`config.mk`:
```
export PLATFORM = sky130hd
export DESIGN_NAME = usrt_serializer_p
export DESIGN_NICKNAME = d
export VERILOG_FILES = /design/src/rtl/usrt_pkg.sv /design/src/rtl/usrt_bit_timer.sv /design/src/rtl/usrt_serializer_p.sv
export SDC_FILE = /design/constraint.sdc
export NUM_CORES = 1
export LEC_CHECK = 0
export BUFFER_PORTS_ARGS = -buffer_cell sky130_fd_sc_hd__buf_4
export CELL_PAD_IN_SITES_DETAIL_PLACEMENT = 1
export CELL_PAD_IN_SITES_GLOBAL_PLACEMENT = 1
export CORE_MARGIN = 2
export CORE_UTILIZATION = 40
export DETAILED_ROUTE_END_ITERATION = 12
export PLACE_DENSITY = 0.82
export SYNTH_ARGS = -nofsm -noshare
export SYNTH_HDL_FRONTEND = slang
export SYNTH_SLANG_ARGS = --single-unit
```
`constraint.sdc`:
```
create_clock -name pClk -period 3.03 [get_ports pClk]
set_input_delay 0.4545 -clock pClk [delete_from_list [all_inputs] [get_ports pClk]]
set_output_delay 0.4545 -clock pClk [all_outputs]
set_load 0.1 [all_outputs]
```
`src/rtl/usrt_pkg.sv`:
```
// Shared USRT definitions: parity encodings, serializer/deserializer state
// encodings, line-level constants and small parity helpers.
package usrt_pkg;

  // Parity mode encodings (3 is reserved and behaves like PAR_NONE)
  localparam logic [1:0] PAR_NONE = 2'd0;
  localparam logic [1:0] PAR_EVEN = 2'd1;
  localparam logic [1:0] PAR_ODD  = 2'd2;

  // Frame state encodings
  localparam logic [2:0] ST_IDLE   = 3'd0;
  localparam logic [2:0] ST_START  = 3'd1;
  localparam logic [2:0] ST_DATA   = 3'd2;
  localparam logic [2:0] ST_PARITY = 3'd3;
  localparam logic [2:0] ST_STOP   = 3'd4;

  // Line levels: the line idles low, start is high, stop is low
  localparam logic LINE_IDLE = 1'b0;
  localparam logic START_BIT = 1'b1;
  localparam logic STOP_BIT  = 1'b0;

  // True when the mode inserts a parity bit into the frame
  function automatic logic par_enabled(input logic [1:0] mode);
    return (mode == PAR_EVEN) || (mode == PAR_ODD);
  endfunction

  // Parity bit from the XOR-reduction of the data bits
  function automatic logic par_bit(input logic [1:0] mode, input logic data_xor);
    return data_xor ^ (mode == PAR_ODD);
  endfunction

endpackage

```
`src/rtl/usrt_bit_timer.sv`:
```
// Bit-period timer: counts 0..DIV-1, restarts on clr_i, and flags the last
// cycle of each bit period with tick_o. Shared by the transmit and receive paths.
module usrt_bit_timer #(
  parameter int DIV = 80,
  localparam int CNT_W = $clog2(DIV)
) (
  input  logic             clk_i,
  input  logic             rst_ni,
  input  logic             clr_i,
  output logic [CNT_W-1:0] cnt_o,
  output logic             tick_o
);

  logic [CNT_W-1:0] cnt_q, cnt_d;

  assign tick_o = (cnt_q == CNT_W'(DIV - 1));
  assign cnt_o  = cnt_q;

  // Next count: wrap at the bit boundary, restart on a state entry
  always_comb begin
    cnt_d = cnt_q + 1'b1;
    if (clr_i || tick_o) begin
      cnt_d = '0;
    end
  end

  // Counter register
  always_ff @(posedge clk_i or negedge rst_ni) begin
    if (!rst_ni) begin
      cnt_q <= '0;
    end else begin
      cnt_q <= cnt_d;
    end
  end

endmodule

```
`src/rtl/usrt_serializer_p.sv`:
```
// Parametrised USRT transmit serializer. Frames each accepted word as
// start | DATA_W data bits (LSB first) | optional parity | 1 or 2 stop bits,
// each bit held for DIV clock cycles.
// Optional build macro USRT_CLK_OUT_EN adds the uClk output, a registered
// bit clock that rises mid-bit so a receiver can sample on its rising edge.
module usrt_serializer_p
  import usrt_pkg::*;
#(
  parameter int DATA_W = 8,
  parameter int DIV    = 80
) (
  input  logic              pClk,
  input  logic              pReset,
  input  logic [DATA_W-1:0] tx_data,
  input  logic              tx_valid,
  output logic              tx_ready,
  input  logic [1:0]        par_mode,
  input  logic              stop_two,
  output logic              Rx,
  output logic              busy,
  output logic              frame_done
`ifdef USRT_CLK_OUT_EN
  ,
  output logic              uClk
`endif
);

  localparam int CNT_W = $clog2(DIV);
  localparam int IDX_W = $clog2(DATA_W);

  logic [2:0]        state_q, state_d;
  logic [DATA_W-1:0] shift_q, shift_d;
  logic [IDX_W-1:0]  idx_q, idx_d;
  logic              stop_idx_q, stop_idx_d;
  logic              par_en_q, par_en_d;
  logic              par_bit_q, par_bit_d;
  logic              stop_two_q, stop_two_d;
  logic              rx_q, rx_d;
  logic              done_q, done_d;

  logic [CNT_W-1:0]  bit_cnt;
  logic              bit_tick;
  logic              timer_clr;
  logic              last_stop;
  logic              accept;

  // The counter restarts on every state change and is held at zero while idle
  assign timer_clr = (state_d != state_q) || (state_q == ST_IDLE);

  usrt_bit_timer #(
    .DIV (DIV)
  ) u_bit_timer (
    .clk_i  (pClk),
    .rst_ni (pReset),
    .clr_i  (timer_clr),
    .cnt_o  (bit_cnt),
    .tick_o (bit_tick)
  );

  assign last_stop  = (stop_idx_q == stop_two_q);
  assign tx_ready   = (state_q == ST_IDLE) ||
                      ((state_q == ST_STOP) && last_stop && bit_tick);
  assign accept     = tx_valid && tx_ready;
  assign busy       = (state_q != ST_IDLE);
  assign Rx         = rx_q;
  assign frame_done = done_q;

  // Frame sequencing; Rx is computed for the state being entered so the
  // registered line output lines up with the state register
  always_comb begin
    state_d    = state_q;
    shift_d    = shift_q;
    idx_d      = idx_q;
    stop_idx_d = stop_idx_q;
    par_en_d   = par_en_q;
    par_bit_d  = par_bit_q;
    stop_two_d = stop_two_q;
    rx_d       = rx_q;
    done_d     = 1'b0;

    case (state_q)
      ST_START: begin
        if (bit_tick) begin
          state_d = ST_DATA;
          rx_d    = shift_q[0];
          shift_d = shift_q >> 1;
          idx_d   = '0;
        end
      end
      ST_DATA: begin
        if (bit_tick) begin
          if (idx_q == IDX_W'(DATA_W - 1)) begin
            if (par_en_q) begin
              state_d = ST_PARITY;
              rx_d    = par_bit_q;
            end else begin
              state_d    = ST_STOP;
              rx_d       = STOP_BIT;
              stop_idx_d = 1'b0;
            end
          end else begin
            rx_d    = shift_q[0];
            shift_d = shift_q >> 1;
            idx_d   = idx_q + 1'b1;
          end
        end
      end
      ST_PARITY: begin
        if (bit_tick) begin
          state_d    = ST_STOP;
          rx_d       = STOP_BIT;
          stop_idx_d = 1'b0;
        end
      end
      ST_STOP: begin
        if (bit_tick) begin
          if (last_stop) begin
            state_d = ST_IDLE;
            rx_d    = LINE_IDLE;
            done_d  = 1'b1;
          end else begin
            stop_idx_d = 1'b1;
          end
        end
      end
      default: begin
      end
    endcase

    // An accept overrides the idle return so back-to-back frames have no gap;
    // frame_done for the finishing frame is still raised above
    if (accept) begin
      state_d    = ST_START;
      rx_d       = START_BIT;
      shift_d    = tx_data;
      par_en_d   = par_enabled(par_mode);
      par_bit_d  = par_bit(par_mode, ^tx_data);
      stop_two_d = stop_two;
    end
  end

  // Frame state registers
  always_ff @(posedge pClk or negedge pReset) begin
    if (!pReset) begin
      state_q    <= ST_IDLE;
      shift_q    <= '0;
      idx_q      <= '0;
      stop_idx_q <= 1'b0;
      par_en_q   <= 1'b0;
      par_bit_q  <= 1'b0;
      stop_two_q <= 1'b0;
      rx_q       <= LINE_IDLE;
      done_q     <= 1'b0;
    end else begin
      state_q    <= state_d;
      shift_q    <= shift_d;
      idx_q      <= idx_d;
      stop_idx_q <= stop_idx_d;
      par_en_q   <= par_en_d;
      par_bit_q  <= par_bit_d;
      stop_two_q <= stop_two_d;
      rx_q       <= rx_d;
      done_q     <= done_d;
    end
  end

`ifdef USRT_CLK_OUT_EN
  logic             uclk_q, uclk_d;
  logic [CNT_W-1:0] cnt_next;

  // Predict the counter value after this edge so uClk is aligned with Rx
  assign cnt_next = (timer_clr || bit_tick) ? '0 : (bit_cnt + 1'b1);
  assign uclk_d   = (state_d != ST_IDLE) && (cnt_next >= CNT_W'(DIV / 2));
  assign uClk     = uclk_q;

  // Bit clock: low for the first half of each bit, high for the second
  always_ff @(posedge pClk or negedge pReset) begin
    if (!pReset) begin
      uclk_q <= 1'b0;
    end else begin
      uclk_q <= uclk_d;
    end
  end
`else
  logic unused_bit_cnt;
  assign unused_bit_cnt = ^bit_cnt;
`endif

endmodule

```
* Word level (Yosys, flattened, before mapping)
Cells that the tools add are included.
** Storage, ports and cells
- Flip-flop bits (word level) :: 27
- Word-level logic and storage cells :: 92
** Cells by class
- Add/sub/neg operators :: 2
- Equal/unequal tests :: 24
- Muxes and demuxes :: 37
- Bitwise logic cells :: 1
- Reductions and logical operators :: 18
** Operator list (count)
- $mux W3 :: 11
- $mux W8 :: 4
- $ne A3 B3 Y1 const B :: 6
- $mux W1 :: 16
- $ne A2 B2 Y1 const B :: 8
- $pmux W8 S2 :: 1
- $pmux W3 S4 :: 1
- $reduce_bool A3 Y1 :: 3
- $reduce_and A4 Y1 :: 2
- $reduce_xor A8 Y1 :: 1
- $add A7 B1 Y7 const B :: 1
- $eq A7 B7 Y1 const B :: 1
- $mux W7 :: 1
- $reduce_and A7 Y1 :: 1
- $eq A3 B2 Y1 const B :: 2
- $eq A3 B3 Y1 const B :: 2
- $pmux W3 S2 :: 1
- $reduce_and A6 Y1 :: 1
- $reduce_bool A5 Y1 :: 1
- $logic_or A1 B1 Y1 :: 4
- $pmux W1 S4 :: 1
- $add A3 B1 Y3 const B :: 1
- $eq A3 B1 Y1 const B :: 1
- $logic_and A1 B1 Y1 :: 3
- 8 further kinds :: 8

* Depth between registers and ports, before layout
Gate-level depths: netlist of the first run.
- Word-level depth :: 10
- Depth in mapped cells :: 9
- Depth with buffers taken out :: 7

* Hierarchy
Synthesis of the first run repeated with hierarchy kept, for this count alone.
** Second synthesis, totals
- Cell total of the unflattened synthesis :: 152
- Area, all modules :: 1524.0 µm²
** By module, submodules not included
- usrt_serializer_p :: instances 1, cells an instance 118, area each 1182.4 µm²
- usrt_bit_timer :: instances 1, cells an instance 34, area each 341.6 µm²

* Worst setup path after synthesis of the first run
Ideal clock, no wire load.
- Path kind :: reg-to-output
- Start :: reg u_bit_timer.cnt_q[0] (netlist: u_bit_timer.cnt_o[0])
- End :: out tx_ready
- Data arrival time :: 3.132 ns
- Slack :: -0.556 ns
- Cell stages (with the launch flop) :: 6
- Path buffers :: 1
- Cells stage by stage :: dfrtp_1 -> ha_1 -> and3_1 -> buf_6 -> nand3_1 -> a21boi_0
** Between the ends
- Longest elaborated chain between the ends :: 3
** RTL lines
- start, declared :: RTL line usrt_bit_timer.sv:14 : logic [CNT_W-1:0] cnt_q, cnt_d;
- start signal, assigned :: RTL line usrt_bit_timer.sv:32 : cnt_q <= cnt_d;
- $eq A7 B7 Y1 :: RTL line usrt_bit_timer.sv:16 : assign tick_o = (cnt_q == CNT_W'(DIV - 1));
- $logic_and A1 B1 Y1 :: RTL line usrt_serializer_p.sv:62 : ((state_q == ST_STOP) && last_stop && bit_tick);
- $logic_or A1 B1 Y1 :: RTL line usrt_serializer_p.sv:61 : assign tx_ready = (state_q == ST_IDLE) ||
- end, declared :: RTL line usrt_serializer_p.sv:16 : output logic tx_ready,
Every way passes these cells.

* Worst setup path after layout of the first run
Ends and elaborated chain as after synthesis.

==> results of run 1 <==
layer usage:
metal	track usage	vias to the layer above	wire, um	part of all wire
li1	-	541	-	-
met1	0.2090	551	1376	0.43
met2	0.3268	20	1685	0.53
met3	0.02951	5	101	0.031
met4	0.05585	0	44	0.014
met5	0	-	0	0
final cells by class:
| cell class | instances | area [sq um] | share of cell area |
|---|---|---|---|
| clock buffer | 4 | 26.28 | 0.01610 |
| sequential | 27 | 675.6 | 0.4141 |
| inverter | 9 | 33.78 | 0.02071 |
| timing repair buffer | 19 | 145.1 | 0.08896 |
| multi-input combinational | 108 | 693.2 | 0.4248 |
| tap | 46 | 57.56 | 0.03528 |
per-stage QoR:
stage | hold WS (ns) | cell area [sq um]
floorplan | 0.1589 | 1460
global placement | 0.3859 | 1595
detailed placement | 0.3914 | 1595
CTS | 0.01234 | 1622
global route | 0.3496 | 1632
finish | 0.3543 | 1632
sequential cells by signal, indices dropped and copies added (netlist names):
register / flops
par_bit_q: 1
stop_two_q: 1
stop_idx_q: 1
u_bit_timer.cnt_o: 7
state_q: 3
idx_q: 3
shift_q: 8
Rx: 1
frame_done: 1
par_en_q: 1
power breakdown:
group / internal (mW) / leakage, nW / switching (mW)
Combinational: 0.0249 / 0.438 / 0.0209
Clock: 0.0517 / 0.0150 / 0.107
Sequential: 0.360 / 0.316 / 0
Total: 0.437 / 0.769 / 0.128
path summary, 6_finish.rpt:
path / end / slack, ns / cells after the start / start
hold / removal: stop_two_q / 0.35 / 2 / stop_two
max in group asynchronous: u_bit_timer.cnt_o[4] / 2.20 / 2 / pReset
setup / recovery: tx_ready / 0.61 / 5 / u_bit_timer.cnt_o[0]
hold reg to reg: u_bit_timer.cnt_o[0] / 0.48 / 1 / u_bit_timer.cnt_o[0]
min in group asynchronous: frame_done / 0.56 / 2 / pReset
setup reg to reg: shift_q[4] / 0.99 / 6 / u_bit_timer.cnt_o[0]
logic make-up after synthesis:
kind of cell | Yosys count | share of synthesized area
multiplexers | 7 | 0.04884
buffers and inverters | 17 | 0.06255
AO/OA/AOI/OAI | 32 | 0.1337
adder cells (fa/ha/maj) | 4 | 0.03428
XOR/XNOR | 13 | 0.07798
flip-flops | 27 | 0.4627
AND/OR/NAND/NOR | 52 | 0.1799
repair_timing:
| item | in CTS | in global routing |
|---|---|---|
| hold buffers | 0 | 1 |
| setup buffers | 0 | 0 |
| hold endpoints to repair | 0 | 4 |
| setup endpoints to repair | 0 | 0 |
cells in the mapped netlist, types with 2 or more instances:
| library cell | instances |
|---|---|
| dfrtp_1 | 27 |
| nand2_1 | 15 |
| nor2_1 | 15 |
| xnor2_1 | 11 |
| o21ai_0 | 10 |
| inv_1 | 9 |
| a21oi_1 | 8 |
| nand3_1 | 7 |
| mux2i_1 | 6 |
| buf_2 | 4 |
| ha_1 | 4 |
| nand2b_1 | 4 |
| o21ai_1 | 4 |
| and3_1 | 3 |
| buf_6 | 3 |
| a21o_1 | 2 |
| nor2b_1 | 2 |
| nor4_1 | 2 |
| xor2_1 | 2 |
critical path, stage by stage (launching register included):
cell and delay [ns]:
dfrtp_1 0.40, ha_1 0.21, and3_1 0.34, nand3_1 0.21, a21boi_1 0.18, buf_4 0.30
==> metrics.yaml, run 1 <==
sta:
  grt_setup_unrepaired: "false"
  finalClockSkew_ns: 0.007395
  hold_viol: 0
  tightest_slew_ns: 0.6224
  setup_viol_count_final: 0
  fin_crit_ns: 2.419
  fin_crit_sh: 0.7985
  max_slew_margin: 0.5851
  slew_viol_final: 0
  finalSetupTns_ns: 0
  setup_slack_ns: 0.6106
  fmaxAchievable_mhz: 413.3
place:
  place_hpwl_um: 2360
  buffer_ports.inserted: 17
  dpl_worst_slack_ns: 0.9803
  globalplace.congestion: 0.8047
  post_place_cells: 208
setup_path:
  critPathCaptureType: "output port"
  critical_path.startpoint_type: "register"
  worstPathRequired_ns: 2.58
  criticalPathCategory: "register to output port"
  critical_path_peak_fanout: 6
  cp.arrival_ns: 1.96
yosys:
  synth-seq-area-share: 0.4627
  synth.area.top_cells: "dfrtp_1 46%, xnor2_1 6.6%, mux2i_1 4.1%"
  synth_ff_type: "dfrtp_1"
  synth_area_leader_cell: "dfrtp_1"
  net_count_after_synthesis: 170
  share_of_synthesized_registers_carrying_an_async_set_or_reset: 1.000
  ys_seq_elements: 27
  cells_after_synthesis: 152
  yosys.area.top_type_share: 0.4627
  number_of_enable_flip_flop_cells_after_synthesis: 0
  synth.avg_cell_area_sq_um: 9.606
  synth_warnings: 0
  yosysUniqueCellTypes: 33
  mappedNetlistArea_sq_mm: 0.001460
power:
  peakVddDrop_mv: 0.1435
  power.static_leakage_nw: 0.7690
  power_density_mw_per_mm2: 346.2
  p_total_uw: 564.8
cts:
  cts_resized: 0
  cts_htree_levels: 1
  clock-sinks: 27
  cts_buffers: 3
  insertion_delay_ns: 0.33
  path_clk_slew_ns: 0.14
  cts-root-buf: "clkbuf_4"
  cts_tree: "built"
  max-clock-path-buffers: 2
detailed_routing:
  route.final.wire_length_um: 3208
  routed_wire_length_per_instance_um: 15.06
  num_vias: 1117
  drt_first_pass_iters: 2
  via_per_inst: 5.244
  drtAntennaViolNets: 0
  iteration_0_drc_count_of_the_detailed_router: 56
  drt_drc_violations_left: 0
final_layout:
  final-instance-count-excl-fill: 213
  antenna_cells: 0
  areaGrowthSynthToFinish_pct: 11.74
  nNetsFinal: 186
  drive_above_1_share: 0.1497
  mostFrequentLayoutCells: "27 x dfrtp_1, 18 x buf_4, 15 x nand2_1, 15 x nor2_1, 11 x xnor2_1"
  final_common_cell: "dfrtp_1"
  n_fill_cell: 410
  final_util: 0.4777
die:
  die_y_um: 64.42
  initial_core_util: 0.4275
  fp.dieArea_sq_mm: 0.004150
  core.rowCount: 21
  die_w_um: 64.42
  floorplan.core_area_sq_mm: 0.003416
  ioPinCount: 18
outcome:
  outcome: "finished, final reports clean"
grt:
  globalRoute.totalOverflow: 0
  grt_max_degree: 28
  grt_antenna_before_repair: 0
  grt_pass1_vias: 1203
  track_usage: 0.1771
  grt_pass1_wl_um: 5685
flow_run:
  max_cap_violations: 0
hold_path:
  worstHoldPathType: "input pin to register"
Power figures use the tool's default switching activity.
==> run 2, diff against run 1 <==
- CORE_UTILIZATION: 40 -> 39
- PLACE_DENSITY: 0.82 -> 0.83
- clock period: 3.03 -> 2.1 ns (I/O delays scaled with it)
==> run 2 against run 1 <==
Worst hold slack worse by 0.069 ns. Clock-buffer cell count stayed put. Clock power is 89% higher. Global-route usage is 0.73 points lower. Flip-flop and latch count stayed put. Critical path type unchanged. Final cell count is 2.3% higher. Sequential power is 44% higher. Final area is 5.2% higher.
==> metrics.yaml, run 2 (synthesis results as in run 1) <==
setup_path:
  cp-endpoint: "tx_ready"  # unchanged
  critPathCaptureType: "output port"  # unchanged
  ff2ff_setup_slack_ns: 0.32  # was 0.99 ns
  worstPathRequired_ns: 1.78  # was 2.58 ns
  timing.critical_path.from: "u_bit_timer.cnt_o[0]"  # unchanged
  crit-reg2reg-launch: "u_bit_timer.cnt_o[0]"  # unchanged
  worst-r2r-cell-count: 6  # unchanged
  critical_path.startpoint_type: "register"  # unchanged
  cp.arrival_ns: 1.70  # was 1.96 ns
  criticalPathCategory: "register to output port"  # unchanged
  critical_path_peak_fanout: 6  # unchanged
  r2r_end: "shift_q[0]"  # was shift_q[4]
die:
  die_y_um: 65.19  # was 64.42 um
  floorplan.core_area_sq_mm: 0.003633  # was 0.003416 sq mm
  die_w_um: 65.19  # was 64.42 um
  core.rowCount: 22  # was 21
  initial_core_util: 0.4019  # was 0.4275
  fp.dieArea_sq_mm: 0.004250  # was 0.004150 sq mm
  ioPinCount: 18  # unchanged
sta:
  slew_viol_final: 0  # unchanged
  setup_viol_count_final: 0  # unchanged
  max_slew_margin: 0.7331  # was 0.5851
  grt_setup_unrepaired: "false"  # unchanged
  final.hold.worst_slack_ns: 0.2848  # was 0.3543 ns
  finalSetupTns_ns: 0  # unchanged
  fmaxAchievable_mhz: 496.7
  setup_slack_ns: 0.08683  # was 0.6106 ns
  fin_crit_ns: 2.013
  tightest_slew_ns: 0.3972  # was 0.6224 ns
  fin_crit_sh: 0.9587
  hold_viol: 0  # unchanged
  finalClockSkew_ns: 0.007943  # was 0.007395 ns
power:
  p_total_uw: 885.4  # was 564.8 uW
  p_comb_frac: 0.075  # was 0.081
  peakVddDrop_mv: 0.3005  # was 0.1435 mV
  clockPowerShare: 0.338  # was 0.281
  switching_power_uw: 194.1  # was 127.9 uW
  p_sw_frac: 0.2192  # was 0.2265
  power_density_mw_per_mm2: 515.8  # was 346.2 mW/mm^2
  power.static_leakage_nw: 0.7977  # was 0.7690 nW
  internal_power_uw: 691.3  # was 436.9 uW
  seq_power_share: 0.587  # was 0.638
cts:
  cts_tree: "built"  # unchanged
  insertion_delay_ns: 0.27  # was 0.33 ns
  cts-root-buf: "clkbuf_8"  # was clkbuf_4
  postCtsSetupRepairBufs: 0  # unchanged
  clock-sinks: 27  # unchanged
  cts_htree_levels: 1  # unchanged
  cts_buffers: 3  # unchanged
  path_clk_slew_ns: 0.10  # was 0.14 ns
  max-clock-path-buffers: 2  # unchanged
detailed_routing:
  routed_wire_length_per_instance_um: 14.51  # was 15.06 um
  route.final.wire_length_um: 3163  # was 3208 um
  iteration_0_drc_count_of_the_detailed_router: 26  # was 56
  drt_first_pass_iters: 4  # was 2
  drtAntennaViolNets: 0  # unchanged
  drt_drc_violations_left: 0  # unchanged
  via_per_inst: 5.151  # was 5.244
  num_vias: 1123  # was 1117
hold_path:
  worstHoldPathType: "input pin to register"  # unchanged
  hold_path_depth: 2  # unchanged
grt:
  grt_pass1_wl_um: 5706  # was 5685 um
  globalRoute.totalOverflow: 0  # unchanged
  grt_antenna_before_repair: 0  # unchanged
  grt_pass1_vias: 1252  # was 1203
  grt_max_degree: 28  # unchanged
  track_usage: 0.1698  # was 0.1771
final_layout:
  nNetsFinal: 189  # was 186
  final_util: 0.4725  # was 0.4777
  final_common_cell: "dfrtp_1"  # unchanged
  design_area_sq_mm: 0.001717  # was 0.001632 sq mm
  antenna_cells: 0  # unchanged
  registers.top_by_ff_count: "shift_q"  # unchanged
  n_fill_cell: 438  # was 410
  drive_above_1_share: 0.1824  # was 0.1497
  largest_reg_flops: 8  # unchanged
  mostFrequentLayoutCells: "27 x dfrtp_1, 19 x buf_4, 15 x nand2_1, 15 x nor2_1, 11 x xnor2_1"  # was 27 x dfrtp_1, 18 x buf_4, 15 x nand2_1, 15 x nor2_1, 11 x xnor2_1
  areaGrowthSynthToFinish_pct: 17.57  # was 11.74%
  final-instance-count-excl-fill: 218  # was 213
flow_run:
  max_cap_violations: 0  # unchanged
place:
  dpl_worst_slack_ns: 0.1047  # was 0.9803 ns
  buffer_ports.inserted: 17  # unchanged
  placed_cell_area_sq_mm: 0.001644  # was 0.001595 sq mm
  post_place_cells: 213  # was 208
  place_hpwl_um: 2397  # was 2360 um
  globalplace.congestion: 0.8001  # was 0.8047
outcome:
  outcome: "finished, final reports clean"  # unchanged
==> run 2: cell type report <==
cell class | instances | area, sq um | share of cell area
Clock buffer | 4 | 45.04 | 0.02624
Inverter | 9 | 33.78 | 0.01968
Multi-Input combinational cell | 108 | 714.4 | 0.4162
Sequential cell | 27 | 675.6 | 0.3936
Tap cell | 48 | 60.06 | 0.03499
Timing Repair Buffer | 22 | 187.7 | 0.1093
==> run 2: power groups by stage <==
stage / sequential (mW) / clock [mW] / combinational, mW
finish: 0.519 / 0.300 / 0.0664
CTS: 0.519 / 0.310 / 0.0683
global route: 0.520 / 0.330 / 0.0747
detailed placement: 0.530 / 0 / 0.0665
floorplan: 0.530 / 0 / 0.0300
global placement: 0.530 / 0 / 0.0644
==> run 2: worst max-delay path, cell delays in order, from the launching register on <==
cell,delay [ns]
dfrtp_1,0.39
ha_1,0.22
and3_4,0.26
nand3_2,0.14
a21boi_4,0.20
buf_8,0.21
==> run 2: timing repair <==
action | CTS | global route
hold endpoints to repair | 27 | 0
resized for setup | 3 | 2
endpoints found under the setup margin | 1 | 1
hold buffers | 1 | 0
cloned | 0 | 0
==> run 2: how the worst min path moves through the flow <==
stage	from	end	slack [ns]
finish	stop_two	stop_two_q	0.28
global route	stop_two	stop_two_q	0.28
CTS	stop_two	stop_two_q	0.27
detailed placement	pReset	u_bit_timer.cnt_o[5]	0.26
global placement	pReset	u_bit_timer.cnt_o[4]	0.25
floorplan	pReset	Rx	0.02
==> run 2: per-layer routing <==
layer	track usage	wire (um)
met2	0.3151	1612
met4	0.05208	36
met3	0.02397	88
met1	0.2013	1425
met5	0	0
==> run 3, diff against run 2 <==
- MAX_ROUTING_LAYER: default -> met4
==> run 3 against run 2 <==
Utilization stayed put. Critical path depth unchanged. Sequential share of layout area unchanged. Critical endpoint unchanged. Largest cell class unchanged. Highest routed layer unchanged.
==> metrics.yaml, run 3 (synthesis results as in run 1) <==
detailed_routing:
  via_per_inst: 5.151  # unchanged
  routed_wire_length_per_instance_um: 14.50  # was 14.51 um
  num_vias: 1123  # unchanged
  drtAntennaViolNets: 0  # unchanged
  iteration_0_drc_count_of_the_detailed_router: 26  # unchanged
  route.final.wire_length_um: 3162  # was 3163 um
  drt_first_pass_iters: 4  # unchanged
  drt_drc_violations_left: 0  # unchanged
sta:
  setup_viol_count_final: 0  # unchanged
  slew_viol_final: 0  # unchanged
  fin_crit_sh: 0.9583  # was 0.9587
  finalClockSkew_ns: 0.007930  # was 0.007943 ns
  grt_setup_unrepaired: "false"  # unchanged
  hold_viol: 0  # unchanged
  final.hold.worst_slack_ns: 0.2855  # was 0.2848 ns
  tightest_slew_ns: 0.3972  # unchanged
  fmaxAchievable_mhz: 496.9  # was 496.7 MHz
  fin_crit_ns: 2.012  # was 2.013 ns
  max_slew_margin: 0.7331  # unchanged
  setup_slack_ns: 0.08758  # was 0.08683 ns
  finalSetupTns_ns: 0  # unchanged
grt:
  grt_antenna_before_repair: 0  # unchanged
  grt_max_degree: 28  # unchanged
  globalRoute.totalOverflow: 0  # unchanged
  grt_pass1_wl_um: 5713  # was 5706 um
  track_usage: 0.1744  # was 0.1698
  grt_pass1_vias: 1251  # was 1252
setup_path:
  worstPathCellList: "ha_1 -> and3_4 -> nand3_2 -> a21boi_4 -> buf_8"  # unchanged
  number_of_buffers_and_inverters_on_the_critical_path: 1  # unchanged
  critical_path.startpoint_type: "register"  # unchanged
  cp.arrival_ns: 1.70  # about the same
  path_delay_family: "simple AND/OR/NAND/NOR gates"  # unchanged
  criticalPathCategory: "register to output port"  # unchanged
  critPathMaxStageDelay_ns: 0.39  # about the same
  worstPathRequired_ns: 1.78  # about the same
  master_of_the_slowest_instance_on_the_critical_path: "dfrtp_1"  # unchanged
  critical_path_peak_fanout: 6  # unchanged
  critPathCaptureType: "output port"  # unchanged
power:
  p_total_uw: 884.8  # was 885.4 uW
  peakVddDrop_mv: 0.2994  # was 0.3005 mV
  power.static_leakage_nw: 0.7977  # unchanged
  power_density_mw_per_mm2: 515.4  # was 515.8 mW/mm^2
final_layout:
  areaGrowthSynthToFinish_pct: 17.57  # unchanged
  final_common_cell: "dfrtp_1"  # unchanged
  drive_above_1_share: 0.1824  # unchanged
  design_area_sq_mm: 0.001717  # unchanged
  antenna_cells: 0  # unchanged
  registers.top_by_ff_count: "shift_q"  # unchanged
  nNetsFinal: 189  # unchanged
  mostFrequentLayoutCells: "27 x dfrtp_1, 19 x buf_4, 15 x nand2_1, 15 x nor2_1, 11 x xnor2_1"  # unchanged
  largest_reg_flops: 8  # unchanged
cts:
  cts_tree: "built"  # unchanged
  cts_htree_levels: 1  # unchanged
  postCtsSetupRepairBufs: 0  # unchanged
  clock-sinks: 27  # unchanged
  cts-root-buf: "clkbuf_8"  # unchanged
  max-clock-path-buffers: 2  # unchanged
  cts_buffers: 3  # unchanged
  path_clk_slew_ns: 0.10  # about the same
  insertion_delay_ns: 0.27  # about the same
place:
  buffer_ports.inserted: 17  # unchanged
  placed_cell_area_sq_mm: 0.001644  # unchanged
  place_hpwl_um: 2397  # unchanged
  globalplace.congestion: 0.8116  # was 0.8001
  dpl_worst_slack_ns: 0.1047  # unchanged
die:
  initial_core_util: 0.4019  # unchanged
  core.rowCount: 22  # unchanged
  die_y_um: 65.19  # unchanged
  fp.dieArea_sq_mm: 0.004250  # unchanged
  ioPinCount: 18  # unchanged
  die_w_um: 65.19  # unchanged
  floorplan.core_area_sq_mm: 0.003633  # unchanged
flow_run:
  max_cap_violations: 0  # unchanged
outcome:
  outcome: "finished, final reports clean"  # unchanged
hold_path:
  worstHoldPathType: "input pin to register"  # unchanged
[run 3: cell counts in the layout (fill, tap and decap cells not counted)]
Identical to the previous run, type by type.
[run 3: final cells by class]
type | instances | area, sq um
multi-input combinational | 108 | 714.4
inverter | 9 | 33.78
sequential | 27 | 675.6
timing repair buffer | 22 | 187.7
clock buffer | 4 | 45.04
fill | 438 | 1917
tap | 48 | 60.06
[run 3: metrics by stage]
step | util | std cells
after global routing | 0.4725 | 218
final | 0.4725 | 218
after floorplan | - | 152
after detailed placement | 0.4525 | 213
after CTS | 0.4704 | 218
after global placement | 0.4525 | 213
[run 3: path summary, 6_finish.rpt]
path                                 startpoint                    to  slack, ns  cells after the start
max                        u_bit_timer.cnt_o[0]              tx_ready       0.09                      5
min                                    stop_two            stop_two_q       0.29                      2
max reg2reg                u_bit_timer.cnt_o[0]            shift_q[0]       0.32                      6
min reg2reg                u_bit_timer.cnt_o[0]  u_bit_timer.cnt_o[0]       0.48                      1
max in group asynchronous                pReset            state_q[1]       1.34                      2
min in group asynchronous                pReset  u_bit_timer.cnt_o[5]       0.48                      2
[run 3: what timing repair did]
action,4_1_cts,5_1_grt
hold buffers,1,0
endpoints found under the hold margin,27,0
cloned,0,0
setup endpoints to repair,1,1
gates resized for setup,3,2
[run 3: report_power, final]
part	total, mW	internal, mW	leakage, nW	switching, mW
Clock	0.299	0.136	0.0228	0.163
Sequential	0.519	0.519	0.316	0
Combinational	0.0664	0.0358	0.459	0.0306
Total	0.885	0.691	0.798	0.194
[run 3: metal layers]
metal | part of all wire | wire length (um) | track usage
met1 | 0.45 | 1417 | 0.2013
met2 | 0.51 | 1612 | 0.3151
met3 | 0.030 | 95 | 0.02397
met4 | 0.011 | 36 | 0.05208
met5 | 0 | 0 | -
